--- config.mk ---
export PLATFORM = sky130hd
export DESIGN_NAME = sb_pipelined_xbar_flat
export DESIGN_NICKNAME = d
export VERILOG_FILES = /design/src/rtl/sb_pipelined_xbar_if.sv /design/src/rtl/sb_pipelined_xbar.sv /design/src/flat_wrapper.sv
export SDC_FILE = /design/constraint.sdc
export NUM_CORES = 1
export LEC_CHECK = 0
export BUFFER_PORTS_ARGS = -buffer_cell sky130_fd_sc_hd__buf_2
export CAP_MARGIN = 20
export CORE_UTILIZATION = 60
export DETAILED_ROUTE_END_ITERATION = 6
export GPL_TIMING_DRIVEN = 0
export PLACE_DENSITY = 0.87
export REMOVE_ABC_BUFFERS = 1
export SYNTH_ARGS = -nofsm -noshare
export SYNTH_HDL_FRONTEND = slang
export SYNTH_SLANG_ARGS = --single-unit
export TNS_END_PERCENT = 5
--- constraint.sdc ---
create_clock -name clk -period 1.95 [get_ports clk]
set_input_delay 0.0975 -clock clk [delete_from_list [all_inputs] [get_ports clk]]
set_output_delay 0.0975 -clock clk [all_outputs]
set_load 0.005 [all_outputs]
--- src/rtl/sb_pipelined_xbar_if.sv ---
// Side data buses and serial configuration port of the switch box.
// No flow control: data is level-based and the scan chain shifts whenever enabled.
interface sb_pipelined_xbar_if #(
  parameter int TRACKS = 8
);
  logic [TRACKS-1:0] north_in;
  logic [TRACKS-1:0] east_in;
  logic [TRACKS-1:0] south_in;
  logic [TRACKS-1:0] west_in;
  logic [TRACKS-1:0] north_out;
  logic [TRACKS-1:0] east_out;
  logic [TRACKS-1:0] south_out;
  logic [TRACKS-1:0] west_out;
  logic              cfg_in;
  logic              cfg_en;
  logic              cfg_commit;
  logic              cfg_out;
  logic              cfg_ready;
  logic              cfg_done;
  logic              cfg_err;

  modport master (
    output north_in, east_in, south_in, west_in, cfg_in, cfg_en, cfg_commit,
    input  north_out, east_out, south_out, west_out, cfg_out, cfg_ready, cfg_done, cfg_err
  );

  modport slave (
    input  north_in, east_in, south_in, west_in, cfg_in, cfg_en, cfg_commit,
    output north_out, east_out, south_out, west_out, cfg_out, cfg_ready, cfg_done, cfg_err
  );
endinterface

--- src/rtl/sb_pipelined_xbar.sv ---
// Per-output-mux switch box with double-buffered scan configuration.
// Latency 0 (combinational) or 1 (registered) per output; no backpressure, config shifts alongside live routing.
module sb_pipelined_xbar #(
  parameter int TRACKS = 8
) (
  input logic                 clk,
  input logic                 rst,
  sb_pipelined_xbar_if.slave  bus
);
  localparam int FIELD_W  = 4;
  localparam int SIDES    = 4;
  localparam int CFG_BITS = TRACKS * SIDES * FIELD_W;
  localparam int CW       = $clog2(CFG_BITS + 2);

  typedef enum logic [1:0] {
    IDLE,
    LOADING,
    FULL,
    OVER
  } load_t;

  logic [CFG_BITS-1:0]       shadow;
  logic [CFG_BITS-1:0]       active;
  logic [CW-1:0]             cnt;
  load_t                     load_state;
  logic                      done_q;
  logic                      err_q;
  logic [SIDES*TRACKS-1:0]   ins;
  logic [SIDES*TRACKS-1:0]   mux;
  logic [SIDES*TRACKS-1:0]   pipe;
  logic [SIDES*TRACKS-1:0]   outs;

  // Side s, track t lives at bit s*TRACKS+t of the flat vectors.
  assign ins = {bus.west_in, bus.south_in, bus.east_in, bus.north_in};

  // Load state is a pure decode of the saturating bit counter.
  always_comb begin
    if (cnt == '0) begin
      load_state = IDLE;
    end else if (cnt < CW'(CFG_BITS)) begin
      load_state = LOADING;
    end else if (cnt == CW'(CFG_BITS)) begin
      load_state = FULL;
    end else begin
      load_state = OVER;
    end
  end

  always_ff @(posedge clk) begin
    if (rst) begin
      shadow <= '0;
      active <= '0;
      cnt    <= '0;
      done_q <= 1'b0;
      err_q  <= 1'b0;
    end else begin
      done_q <= 1'b0;
      if (bus.cfg_commit) begin
        cnt <= '0;
        if (load_state == FULL) begin
          active <= shadow;
          done_q <= 1'b1;
          err_q  <= 1'b0;
        end else begin
          err_q  <= 1'b1;
        end
      end else if (bus.cfg_en) begin
        shadow <= {shadow[CFG_BITS-2:0], bus.cfg_in};
        if (load_state != OVER) begin
          cnt <= cnt + CW'(1);
        end
      end
    end
  end

  // The pipeline flop tracks the mux every cycle, independent of its reg bit.
  always_ff @(posedge clk) begin
    if (rst) begin
      pipe <= '0;
    end else begin
      pipe <= mux;
    end
  end

  for (genvar o = 0; o < SIDES; o++) begin : gen_side
    for (genvar t = 0; t < TRACKS; t++) begin : gen_track
      localparam int BASE = ((t * SIDES) + o) * FIELD_W;
      localparam int BIT  = o * TRACKS + t;
      localparam int P1   = ((o + 1) % SIDES) * TRACKS + t;
      localparam int P2   = ((o + 2) % SIDES) * TRACKS + t;
      localparam int P3   = ((o + 3) % SIDES) * TRACKS + t;
      localparam int PH   = ((o + 2) % SIDES) * TRACKS + ((t + 1) % TRACKS);

      logic [FIELD_W-1:0] fld;

      // fld = {reg, en, src[1:0]}
      assign fld       = active[BASE +: FIELD_W];
      assign mux[BIT]  = fld[1] ? (fld[0] ? ins[PH] : ins[P3])
                                : (fld[0] ? ins[P2] : ins[P1]);
      assign outs[BIT] = fld[2] & (fld[3] ? pipe[BIT] : mux[BIT]);
    end
  end

  assign bus.north_out = outs[0*TRACKS +: TRACKS];
  assign bus.east_out  = outs[1*TRACKS +: TRACKS];
  assign bus.south_out = outs[2*TRACKS +: TRACKS];
  assign bus.west_out  = outs[3*TRACKS +: TRACKS];
  assign bus.cfg_out   = shadow[CFG_BITS-1];
  assign bus.cfg_ready = (load_state == FULL);
  assign bus.cfg_done  = done_q;
  assign bus.cfg_err   = err_q;
endmodule

--- src/flat_wrapper.sv ---
// flat-port wrapper written by rule: the top's interface ports become plain ports
module sb_pipelined_xbar_flat 
#(
  parameter int TRACKS = 8
)
  (clk, rst, bus_north_in, bus_east_in, bus_south_in, bus_west_in, bus_cfg_in, bus_cfg_en, bus_cfg_commit, bus_north_out, bus_east_out, bus_south_out, bus_west_out, bus_cfg_out, bus_cfg_ready, bus_cfg_done, bus_cfg_err);
  sb_pipelined_xbar_if #(.TRACKS(TRACKS)) bus_i ();
  input logic clk;
  input logic rst;
  input wire logic [$bits(bus_i.north_in)-1:0] bus_north_in;
  input wire logic [$bits(bus_i.east_in)-1:0] bus_east_in;
  input wire logic [$bits(bus_i.south_in)-1:0] bus_south_in;
  input wire logic [$bits(bus_i.west_in)-1:0] bus_west_in;
  input wire logic [$bits(bus_i.cfg_in)-1:0] bus_cfg_in;
  input wire logic [$bits(bus_i.cfg_en)-1:0] bus_cfg_en;
  input wire logic [$bits(bus_i.cfg_commit)-1:0] bus_cfg_commit;
  output wire logic [$bits(bus_i.north_out)-1:0] bus_north_out;
  output wire logic [$bits(bus_i.east_out)-1:0] bus_east_out;
  output wire logic [$bits(bus_i.south_out)-1:0] bus_south_out;
  output wire logic [$bits(bus_i.west_out)-1:0] bus_west_out;
  output wire logic [$bits(bus_i.cfg_out)-1:0] bus_cfg_out;
  output wire logic [$bits(bus_i.cfg_ready)-1:0] bus_cfg_ready;
  output wire logic [$bits(bus_i.cfg_done)-1:0] bus_cfg_done;
  output wire logic [$bits(bus_i.cfg_err)-1:0] bus_cfg_err;
  assign bus_i.north_in = bus_north_in;
  assign bus_i.east_in = bus_east_in;
  assign bus_i.south_in = bus_south_in;
  assign bus_i.west_in = bus_west_in;
  assign bus_i.cfg_in = bus_cfg_in;
  assign bus_i.cfg_en = bus_cfg_en;
  assign bus_i.cfg_commit = bus_cfg_commit;
  assign bus_north_out = bus_i.north_out;
  assign bus_east_out = bus_i.east_out;
  assign bus_south_out = bus_i.south_out;
  assign bus_west_out = bus_i.west_out;
  assign bus_cfg_out = bus_i.cfg_out;
  assign bus_cfg_ready = bus_i.cfg_ready;
  assign bus_cfg_done = bus_i.cfg_done;
  assign bus_cfg_err = bus_i.cfg_err;
  sb_pipelined_xbar #(.TRACKS(TRACKS)) u_core (.clk(clk), .rst(rst), .bus(bus_i));
endmodule
==> flow_summary.toml <==
[cts]
clock_latency_ns = 0.54
numCtsBuffers = 29
cts_max_level = 1
cts_tree = "done"
clock-sinks = 298
path_clk_slew_ns = 0.06
clockBufferDepth = 3
cts_root_buffer = "clkbuf_16"

[worst_setup_path]
start_kind = "flip-flop"
crit_arrival_ns = 1.80
crit_path_max_fanout = 2
critPathMaxStageDelay_ns = 0.52
worstPathCellList = "mux4_2, mux2i_1, nor2b_1, buf_2"
critPathTopFamily = "multiplexers"
end_kind = "output pin"
cp_slowest_cell = "mux4_2"
crit_required_ns = 1.85
cp_num_buf_inv = 1
path_class = "reg2out"

[sta]
setup_violations = 0
final.min_clock_period_ns = 1.90
rsz0062_at_grt = "true"
min_period_over_period_pct = 97.5
setup_ws_ns = 0.0490
maxSlewHeadroom_pct = 50.6
tightest_slew_ns = 0.742
max_freq_mhz = 526
report.final.hold_viol_count = 0
skew_ns = 0.0104
report.final.slew_viol_count = 0

[die]
core.rowCount = 50
die_h_um = 142
core_area_um2 = 19000
ioPinCount = 73
die-area_um2 = 20200
start_util_pct = 62.2
die_w_um = 142

[global_routing]
antenna_found_initial = 0
grt.overflow.total = 0
grt_max_degree = 138
grtUsageTotal_pct = 25.6
grt_pass1_vias = 8707
grt_first_pass_wirelength_um = 41900

[drt]
avgViaCountPerCell = 5.50
routed_wl_um = 25800
drc = 0
first_pass_iters = 6
wl_per_cell_um = 15.7
drt_iter0_markers = 623
ant_nets = 0
via_count = 9068

[placement]
dpl_cell_area_um2 = 12300
place.gp.congestion = 0.760
post-place-ws_ns = -0.452
hpwl_um = 14900
portBuffers = 72
dp.cells = 1583

[power]
p_int_mw = 9.51
power_switching_mw = 2.57
p_sw_share_pct = 21.3
p_seq_share_pct = 50.8
pwr-share-comb_pct = 4.0
p_leak_nw = 4.39
p_clk_share_pct = 45.1
ir_worst_vdd_uv = 708
power_density_nw_per_um2 = 904

[synth]
ys_types = 27
syn_area_um2 = 11800
ys_warn_count = 0
syn_inst = 1326
postSynthAreaPerCell_um2 = 8.89
ys_seq_elements = 298
yosysSeqAreaShare_pct = 50.6

[finish]
drive_gt1_share_pct = 20.9
postLayoutCoreUtil_pct = 70.5
mostFrequentLayoutCells = "514 x nand2_1, 290 x dfxtp_1, 157 x a21oi_1, 100 x a21oi_2, 71 x buf_2"
fin_cells = 1648
area_growth_pct = 13.4
final_common_cell = "nand2_1"
final_area_um2 = 13400
antenna_cells = 0
nets = 1408

[run]
maxCapViolCount = 0

[worst_hold_path]
hold_path_class = "in2reg"

[status]
status = "complete, no violations"
## metal layers
layer	GRT usage [%]	up-vias	wire length [um]
li1	-	4442	-
met1	32.7	4329	11000
met2	44.5	241	12700
met3	4.07	56	1520
met4	8.09	0	627
met5	0	-	0
## area by class of cell
cell class | instances | area, um2
flip-flops and latches | 298 | 5980
fillers | 1462 | 5590
multi-input cells | 939 | 5350
clock buffers | 46 | 890
repair buffers | 99 | 773
well taps | 260 | 325
clock inverters | 4 | 45.0
inverters | 2 | 7.51
## cells by family after synthesis
| family | count (synthesis) | synth area share (%) |
|---|---|---|
| muxes | 66 | 9.00 |
| xor gates and xnor gates | 4 | 0.297 |
| DFF | 298 | 50.6 |
| AOI/OAI and AO/OA | 260 | 14.3 |
| and+or+nand+nor | 605 | 21.1 |
| buffers and inverters | 91 | 4.44 |
| adders and majority gates | 2 | 0.212 |
## per-stage QoR
stage / TNS (ns) / power [mW] / hold WS, ns
6_report: 0 / 12.1 / 0.0824
3_3_place_gp: -1415.81 / 6.70 / 0.357
2_1_floorplan: -625.83 / 6.44 / 0.160
5_1_grt: -0.0143 / 12.5 / 0.103
4_1_cts: 0 / 12.2 / 0.0754
3_5_place_dp: -32.62 / 6.74 / 0.355
## worst paths after layout
path | cells after the start | start | endpoint | slack (ns)
hold / removal | 3 | bus_east_in[6] | u_core.pipe[22] | 0.08
setup reg to reg | 5 | u_core.cnt[5] | u_core.active[41] | 0.09
hold reg to reg | 2 | u_core.active[126] | u_core.active[126] | 0.45
setup / recovery | 4 | u_core.active[36] | bus_east_out[2] | 0.05
## cells in the mapped netlist, drive strengths merged
| library cell | instances | area share, % |
|---|---|---|
| nand2 | 514 | 16 |
| dfxtp | 298 | 51 |
| a21oi | 257 | 14 |
| nor2b | 67 | 3.6 |
| clkbuf | 63 | 2.0 |
| mux2i | 34 | 2.9 |
| mux4 | 32 | 6.1 |
| buf | 26 | 2.4 |
| nor2 | 10 | 0.32 |
| nand4 | 5 | 0.27 |
| and3 | 3 | 0.16 |
| xor2 | 3 | 0.22 |
| a31o | 2 | 0.15 |
| ha | 2 | 0.21 |
| inv | 2 | 0.064 |
| a41oi | 1 | 0.074 |
| and4 | 1 | 0.096 |
| nand2b | 1 | 0.053 |
| nor3 | 1 | 0.042 |
| nor4 | 1 | 0.18 |
| or2 | 1 | 0.053 |
| or3 | 1 | 0.053 |
| xnor2 | 1 | 0.074 |
## power by group through the flow
| stage | logic [mW] | clock network (mW) | registers [mW] |
|---|---|---|---|
| final | 0.488 | 5.46 | 6.14 |
| after global routing | 0.524 | 5.79 | 6.14 |
| after detailed placement | 0.458 | 0 | 6.28 |
| after global placement | 0.420 | 0 | 6.28 |
| after CTS | 0.475 | 5.54 | 6.14 |
| after floorplan | 0.169 | 0 | 6.27 |
## tightest hold or removal path, cell delays in order
cell     delay (ns)
buf_2          0.13
mux4_2         0.25
nor2b_1        0.11
## flip-flops by register name (all words and copies together), names as in the netlist
name and count:
u_core.shadow 128, u_core.cnt 8, u_core.bus.cfg_done 1, u_core.active 128, u_core.pipe 32, u_core.bus.cfg_err 1
## timing repair
action                                 4_1_cts  5_1_grt
pin swaps                                    3        0
hold buffers                                 4        0
setup endpoints to repair                  128       64
gates cloned                                 2        0
buffers inserted                             6        3
resized for setup                            3       11
endpoints found under the hold margin        7        0
No activity file was read; power rests on OpenSTA's default activity.
